$ cat config.mk
export PLATFORM = sky130hd
export DESIGN_NAME = ams_pwm_dac_flat
export DESIGN_NICKNAME = d
export VERILOG_FILES = /design/src/rtl/ams_pwm_dac_pkg.sv /design/src/rtl/ams_pwm_dac_if.sv /design/src/rtl/ams_pwm_channel.sv /design/src/rtl/ams_pwm_dac.sv /design/src/flat_wrapper.sv
export SDC_FILE = /design/constraint.sdc
export NUM_CORES = 1
export LEC_CHECK = 0
export CAP_MARGIN = 15
export CORE_ASPECT_RATIO = 0.9
export CORE_MARGIN = 2
export CORE_UTILIZATION = 58
export CTS_CLUSTER_DIAMETER = 40
export DETAILED_ROUTE_END_ITERATION = 6
export PLACE_DENSITY = 0.86
export SLEW_MARGIN = 20
export SYNTH_ARGS = -nofsm -noshare
export SYNTH_HDL_FRONTEND = slang
export SYNTH_SLANG_ARGS = --single-unit
$ cat constraint.sdc
create_clock -name clk_i -period 5.8 [get_ports clk_i]
set_input_delay 1.16 -clock clk_i [delete_from_list [all_inputs] [get_ports clk_i]]
set_output_delay 1.16 -clock clk_i [all_outputs]
set_load 0.03 [all_outputs]
$ cat src/rtl/ams_pwm_dac_pkg.sv
// Shared constants and helpers for the AMS slow-DAC PWM path.
package ams_pkg;
  localparam int AMS_DAC_W = 24;
  localparam int BASE_HI   = 23;
  localparam int BASE_LO   = 16;
  localparam int PAT_W     = 16;
  localparam int CCRE_DEF  = 156;
  localparam int NUM_CH    = 4;
  localparam int CNT_W     = 8;
  localparam int IDX_W     = 4;
  localparam int THR_W     = CNT_W + 1;

  // One analog-output word as seen from the register bank.
  typedef struct packed {
    logic [BASE_HI-BASE_LO:0] base;
    logic [PAT_W-1:0]         pat;
  } dac_word_t;

  // High-time threshold for dither slot idx: base plus one LSB if the
  // pattern bit is set. 255+1 still fits in THR_W bits.
  function automatic logic [THR_W-1:0] dac_thr(dac_word_t w, logic [IDX_W-1:0] idx);
    return {1'b0, w.base} + THR_W'(w.pat[idx]);
  endfunction
endpackage

$ cat src/rtl/ams_pwm_dac_if.sv
// Config words in, PWM pins and superframe strobe out.
interface ams_pwm_dac_if;
  import ams_pkg::*;
  logic [AMS_DAC_W-1:0] cfg_a_i;
  logic [AMS_DAC_W-1:0] cfg_b_i;
  logic [AMS_DAC_W-1:0] cfg_c_i;
  logic [AMS_DAC_W-1:0] cfg_d_i;
  logic [NUM_CH-1:0]    pwm_o;
  logic                 sf_o;

  modport master (output cfg_a_i, cfg_b_i, cfg_c_i, cfg_d_i, input pwm_o, sf_o);
  modport slave  (input cfg_a_i, cfg_b_i, cfg_c_i, cfg_d_i, output pwm_o, sf_o);
endinterface

$ cat src/rtl/ams_pwm_channel.sv
// One PWM lane: shadowed config word, dithered threshold, registered compare.
module ams_pwm_channel
  import ams_pkg::*;
(
  input  logic                 clk_i,
  input  logic                 rst_i,
  input  logic [CNT_W-1:0]     cnt,
  input  logic [IDX_W-1:0]     idx,
  input  logic                 ld,
  input  logic [AMS_DAC_W-1:0] cfg,
  output logic                 pwm
);
  dac_word_t        shd;
  logic [THR_W-1:0] thr;

  // Shadow only updates on the superframe boundary so a frame never mixes words.
  always_ff @(posedge clk_i or posedge rst_i) begin
    if (rst_i)   shd <= '0;
    else if (ld) shd <= dac_word_t'(cfg);
  end

  // Threshold for the current dither slot.
  always_comb begin
    thr = dac_thr(shd, idx);
  end

  // Registered compare; thr above the period length saturates high.
  always_ff @(posedge clk_i or posedge rst_i) begin
    if (rst_i) pwm <= 1'b0;
    else       pwm <= ({1'b0, cnt} < thr);
  end
endmodule

$ cat src/rtl/ams_pwm_dac.sv
// Four phase-aligned sigma-delta-dithered PWM outputs sharing one period
// counter and one dither index.
module ams_pwm_dac
  import ams_pkg::*;
#(
  parameter int CCRE = CCRE_DEF
) (
  input  logic         clk_i,
  input  logic         rst_i,
  ams_pwm_dac_if.slave bus
);
  logic [CNT_W-1:0]                   cnt;
  logic [IDX_W-1:0]                   idx;
  logic                               ld;
  logic                               sf_q;
  logic [NUM_CH-1:0]                  pwm;
  logic [NUM_CH-1:0][AMS_DAC_W-1:0]   cfg;

  assign cfg = {bus.cfg_d_i, bus.cfg_c_i, bus.cfg_b_i, bus.cfg_a_i};

  // Boundary: last cycle of the last period in the superframe.
  always_comb begin
    ld = (cnt == CNT_W'(CCRE)) && (idx == {IDX_W{1'b1}});
  end

  // Period counter 0..CCRE; dither index advances on every wrap.
  always_ff @(posedge clk_i or posedge rst_i) begin
    if (rst_i) begin
      cnt <= '0;
      idx <= '0;
    end else if (cnt == CNT_W'(CCRE)) begin
      cnt <= '0;
      idx <= idx + 1'b1;
    end else begin
      cnt <= cnt + 1'b1;
    end
  end

  // Superframe strobe registered alongside the shadow reload.
  always_ff @(posedge clk_i or posedge rst_i) begin
    if (rst_i) sf_q <= 1'b0;
    else       sf_q <= ld;
  end

  for (genvar g = 0; g < NUM_CH; g++) begin : g_ch
    ams_pwm_channel u_ch (
      .clk_i (clk_i),
      .rst_i (rst_i),
      .cnt   (cnt),
      .idx   (idx),
      .ld    (ld),
      .cfg   (cfg[g]),
      .pwm   (pwm[g])
    );
  end

  assign bus.pwm_o = pwm;
  assign bus.sf_o  = sf_q;
endmodule

$ cat src/flat_wrapper.sv
// flat-port wrapper written by rule: the top's interface ports become plain ports
module ams_pwm_dac_flat import ams_pkg::*;
#(
  parameter int CCRE = CCRE_DEF
)
  (clk_i, rst_i, bus_cfg_a_i, bus_cfg_b_i, bus_cfg_c_i, bus_cfg_d_i, bus_pwm_o, bus_sf_o);
  ams_pwm_dac_if bus_i ();
  input  logic clk_i;
  input  logic rst_i;
  input wire logic [$bits(bus_i.cfg_a_i)-1:0] bus_cfg_a_i;
  input wire logic [$bits(bus_i.cfg_b_i)-1:0] bus_cfg_b_i;
  input wire logic [$bits(bus_i.cfg_c_i)-1:0] bus_cfg_c_i;
  input wire logic [$bits(bus_i.cfg_d_i)-1:0] bus_cfg_d_i;
  output wire logic [$bits(bus_i.pwm_o)-1:0] bus_pwm_o;
  output wire logic [$bits(bus_i.sf_o)-1:0] bus_sf_o;
  assign bus_i.cfg_a_i = bus_cfg_a_i;
  assign bus_i.cfg_b_i = bus_cfg_b_i;
  assign bus_i.cfg_c_i = bus_cfg_c_i;
  assign bus_i.cfg_d_i = bus_cfg_d_i;
  assign bus_pwm_o = bus_i.pwm_o;
  assign bus_sf_o = bus_i.sf_o;
  ams_pwm_dac #(.CCRE(CCRE)) u_core (.clk_i(clk_i), .rst_i(rst_i), .bus(bus_i));
endmodule
# ---- Yosys cells after proc, flatten, opt, wreduce, memory -nomap -nowiden
# Index checks and enable logic that the tools add are counted.
dict set report op_classes {
  n_addsub 6
  reduce_logical 1
  muxes 9
  order_cmp 5
  eq_ne 2
}
# cell count
set ops {}
lappend ops {{8-bit by 1-bit adder with 9-bit output} 4}
lappend ops {{8-bit by 9-bit less-than comparator with 1-bit output} 4}
lappend ops {{1-bit binary-select mux with 4-bit select} 4}
lappend ops {{8-bit by 1-bit adder with 8-bit output, second input constant} 1}
lappend ops {{8-bit == test, second input constant} 1}
lappend ops {{8-bit 2-to-1 mux} 1}
lappend ops {{4-bit by 5-bit less-than comparator with 1-bit output, second input constant} 1}
lappend ops {{4-bit by 1-bit adder with 4-bit output, second input constant} 1}
lappend ops {{4-bit == test, second input constant} 1}
lappend ops {{1-bit 2-to-1 mux} 4}
lappend ops {{1-bit logical AND} 1}
dict set report word_totals {
  inputBits 98
  output_inout_bits 5
  register_bits 113
}

# ---- Longest topological paths before layout
dict set report depth {
  depth_word 4
  mapped_depth 15
  ltp_nobuf 13
}

# ---- Cells and area by module
# Synthesis repeated with hierarchy kept, for this count alone.
dict set report unflattened {
  hier_cells 431
  area_unflattened_um2 5947.0
}
# module seq_area_each_um2 area_each_um2 cells_each instances
set by_module_without_submodules {}
lappend by_module_without_submodules {{ams_pwm_channel (u_core.g_ch[1].u_ch ...)} 625.6 1336.3 95 2}
lappend by_module_without_submodules {{ams_pwm_channel (u_core.g_ch[0].u_ch ...)} 625.6 1333.8 95 2}
lappend by_module_without_submodules {ams_pwm_dac 325.3 606.8 51 1}

# ---- Least setup slack after synthesis
# Ideal clock, no wire load.
dict set report synth_path {
  kind {register to register}
  startpoint {reg u_core.idx[0]}
  endpoint {reg u_core.g_ch[0].u_ch.pwm}
  path_buffers 2
  arrival_ps 3308
  synth_period_minus_slack_ps 3375
  path_stages_with_launch 15
  setup_slack_ps 2425
  setup_ps 67
  path_cell_list {dfrtp_1 > buf_2 > buf_2 > mux4_2 > a22oi_1 > nand2_1 > ha_1 > ha_1 > nand4_1 > xor2_1 > ha_1 > a21o_1 > a211o_1 > a221oi_1 > a311o_1}
}
dict set report synth_between {
  elab_chain_len 4
}
# item line
set synth_rtl {}
lappend synth_rtl {{start: declaration} ams_pwm_dac.sv:13} ;# logic [IDX_W-1:0] idx;
lappend synth_rtl {{start signal: assignment} ams_pwm_dac.sv:33} ;# idx <= idx + 1'b1;
lappend synth_rtl {{1-bit binary-select mux with 4-bit select} ams_pwm_dac_pkg.sv:22} ;# return {1'b0, w.base} + THR_W'(w.pat[idx]);
lappend synth_rtl {{1-bit 2-to-1 mux (not written as such)} ams_pwm_dac_pkg.sv:22}
lappend synth_rtl {{8-bit by 1-bit adder with 9-bit output} ams_pwm_dac_pkg.sv:22}
lappend synth_rtl {{8-bit by 9-bit less-than comparator with 1-bit output} ams_pwm_channel.sv:30} ;# else pwm <= ({1'b0, cnt} < thr);
lappend synth_rtl {{end signal: assignment} ams_pwm_channel.sv:30}
lappend synth_rtl {{end: declaration} ams_pwm_channel.sv:11} ;# output logic pwm
# No other way between the ends. The select of a mux whose other input is x is not followed.
# A chain may end at the register's enable or synchronous reset.

# ---- Final worst setup path
dict set report layout_path {
  startpoint {reg u_core.idx[1]}
  endpoint {reg u_core.g_ch[2].u_ch.pwm}
}
dict set report layout_between {
  elab_chain_len 4
}
# item line
set layout_rtl {}
lappend layout_rtl {{1-bit binary-select mux with 4-bit select} ams_pwm_dac_pkg.sv:22}
lappend layout_rtl {{1-bit 2-to-1 mux (not written as such)} ams_pwm_dac_pkg.sv:22}
lappend layout_rtl {{8-bit by 1-bit adder with 9-bit output} ams_pwm_dac_pkg.sv:22}
lappend layout_rtl {{8-bit by 9-bit less-than comparator with 1-bit output} ams_pwm_channel.sv:30}
lappend layout_rtl {{end signal: assignment} ams_pwm_channel.sv:30}
lappend layout_rtl {{end: declaration} ams_pwm_channel.sv:11}
# No other way between the ends. The select of a mux whose other input is x is not followed.

==> metrics.txt <==
Distinct cells, synth 39; syn nets between 500 and 600; Slew headroom 0.3581; Reg2Reg Depth 12; RD Place Congestion 0.8363; first-pass GRT wire length 21.36 mm; hold path startpoint u_core.g_ch[3].u_ch.shd[14]; static leakage roughly 3.5 nW; worst hold margin 482.9 ps; sequential cell area fraction in the yosys report 0.4721; met2 Usage GRT 0.4361; setup TNS 0 ps; CTS root buf clkbuf_16; Syn Area/Cell roughly 13 um2; met1 Use GR 0.3006; fin area roughly 0.0076 mm2; Clock Latency Late Sink 420 ps; final routed DRC violation total 0; fin crit share 0.6475; Port Buffers 102; post-cts sizing count 0; Die Area 0.01116 mm2; Die Y between 100 and 150 um; First DRT Iteration DRCs 211; Layout Nets 690; Antenna diodes 0; max_cap viols 0; Yosys top cell area share 0.4721; largest net degree at the start of global routing slightly above 80; WP data arrival 4110 ps; CTS max path bufs 2; GRT Max-Usage Layer met2; Setup Buffers After CTS 0; clock sinks approximately 110; # rows 35; Worst path slowest cell dfrtp_1; Critical Path End Type register; gr usage total 0.2499; Yosys warnings 0; Die Wd between 100 and 150 um; CTS hold repair buffers 0; CP Launch Type register; most frequent cells in the layout dfrtp_1 (112), clkdlybuf4s50_1 (102), mux2_2 (68), ha_1 (43); DRT Pass-1 Iters 4; Hold Path Sink u_core.g_ch[3].u_ch.shd[14]; routed len/inst 18.55 um; CTS Buf Count 17; outcome completed; Yosys top cell by area dfrtp_1; CP required 6150 ps; Pwr Density 248.4 mW/mm2; Cells after Synth 445; min cycle time layout 3756 ps; critical path type register to register; number of synthesized register bits 113; initial antenna violation count 0; vias per cell 5.781; Placed Area between 0.007 and 0.008 mm2; most frequent CP cell ha_1; crit-path max FO 19; vias in the first global route 4,312; worst r2r dst u_core.g_ch[2].u_ch.pwm; Worst Hold Class register to register; RSZ-0062 raised after global routing no; Core ar. 0.01016 mm2; crit path cell chain mux4_2 > a22oi_1 > nand2_1 > ha_1 > ha_1 > nand3_1 > xor2_1 > ha_1 > a21o_1 > a211o_1 > a221oi_1 > a311o_1; remaining antenna violation count 0; f_max 266.3 MHz; detailed-route via count 3,995; Hold Path Cell Cnt 1; CTS tree yes; Setup-failing EPs final 0; final hold violation count 0; I/O pins 103; worst slew pin tran 962.9 ps; FILL cells 677; R2R Path Start u_core.idx[1]; fin. max-slew vios 0; synthesized area 0.005989 mm2; final worst clock skew slightly above 5 ps; layout cells sized above 1 0.2349; met3 usage 0.06341; aggregate global routing overflow 0; Total Wirelength 12.82 mm; most common cell after layout, fill and taps aside dfrtp_1; Synth area leaders dfrtp_1 (47%), mux2_2 (13%), ha_1 (9.0%); H-tree Lvls 4; worst vdd ir 0.2445 mV; post-layout util 0.7507; clock-pin transition on the worst setup and hold timing paths about 50 ps; Initial Util 0.5895; HPWL Detailed just under 9 mm; synthesis-to-finish area growth 27.34%; slowest stage delay, CP 880 ps; worst reg-to-reg setup slack 2040 ps
sequential cells by signal, summed over array words and instances (netlist names):
name / count
u_core.idx: 4
u_core.g_ch.u_ch.shd: 96
u_core.cnt: 8
u_core.g_ch.u_ch.pwm: 4
u_core.bus.sf_o: 1
power by group:
part / internal (mW) / switching (mW)
clock network: 0.644 / 0.378
logic: 0.0578 / 0.0264
registers: 0.789 / 0
area by class of cell:
| type | instances | area [um2] | share of cell area |
|---|---|---|---|
| multi-input combinational | 304 | 2979 | 0.3906 |
| sequential | 113 | 2829 | 0.3709 |
| timing repair buffer | 105 | 1044 | 0.1368 |
| clock buffer | 20 | 446.7 | 0.05856 |
| tap | 129 | 161.4 | 0.02116 |
| clock inverter | 12 | 135.1 | 0.01772 |
| inverter | 8 | 32.53 | 0.004265 |
worst max-delay path: cells and delay by family (launching register included):
kind / cells / cell delay [ps]
xor+xnor: 1 / 180
compound gates: 5 / 1020
flops: 1 / 880
fa+ha+maj: 3 / 720
mux: 1 / 610
simple gates: 2 / 270
cells in the mapped netlist (all sizes together):
cell type,count
dfrtp,113
mux2,97
ha,43
buf,19
xor2,19
nand2,18
nand3,18
mux4,16
xnor2,12
o21ai,11
nor2,10
a22oi,8
inv,8
a21oi,7
and3,5
nor2b,5
a21o,4
and2,4
nand4,4
a211oi,3
a221oi,3
nand2b,3
a211o,2
a311o,2
and4,2
o21a,2
or3,2
a31o,1
clkbuf,1
nor4,1
o22ai,1
o2bb2ai,1
how the worst max path moves through the flow:
stage / slack (ps) / endpoint / cells after the start / from
floorplan: 1650 / u_core.bus.sf_o / 1 / rst_i
global placement: 2030 / u_core.g_ch[2].u_ch.pwm / 12 / u_core.idx[0]
detailed placement: 1840 / u_core.g_ch[1].u_ch.pwm / 13 / u_core.idx[0]
CTS: 1790 / u_core.g_ch[1].u_ch.pwm / 13 / u_core.idx[0]
global route: 1810 / u_core.g_ch[2].u_ch.pwm / 12 / u_core.idx[1]
finish: 2040 / u_core.g_ch[2].u_ch.pwm / 12 / u_core.idx[1]
logic make-up after synthesis:
logic type	after synthesis	synth area share
multiplexers	113	0.2488
flip-flops	113	0.4721
AND/OR/NAND/NOR	72	0.06163
AO/OA/AOI/OAI	45	0.05097
adder cells (fa/ha/maj)	43	0.08983
XOR/XNOR	31	0.04533
buffers and inverters	28	0.03133
stage by stage:
| step | std cells | setup slack [ps] | power (mW) |
|---|---|---|---|
| floorplan | 445 | 1653 | 0.8150 |
| global placement | 659 | 2035 | 0.8867 |
| finish | 691 | 2044 | 1.895 |
| detailed placement | 659 | 1840 | 0.8880 |
| CTS | 691 | 1792 | 1.907 |
| global route | 691 | 1809 | 1.949 |
routing by layer:
metal	part of all wire	vias to the layer above
met5	0	-
met4	0.021	0
met3	0.040	24
met2	0.52	102
met1	0.41	2017
li1	-	1852
(Power assumes the default switching activity.)
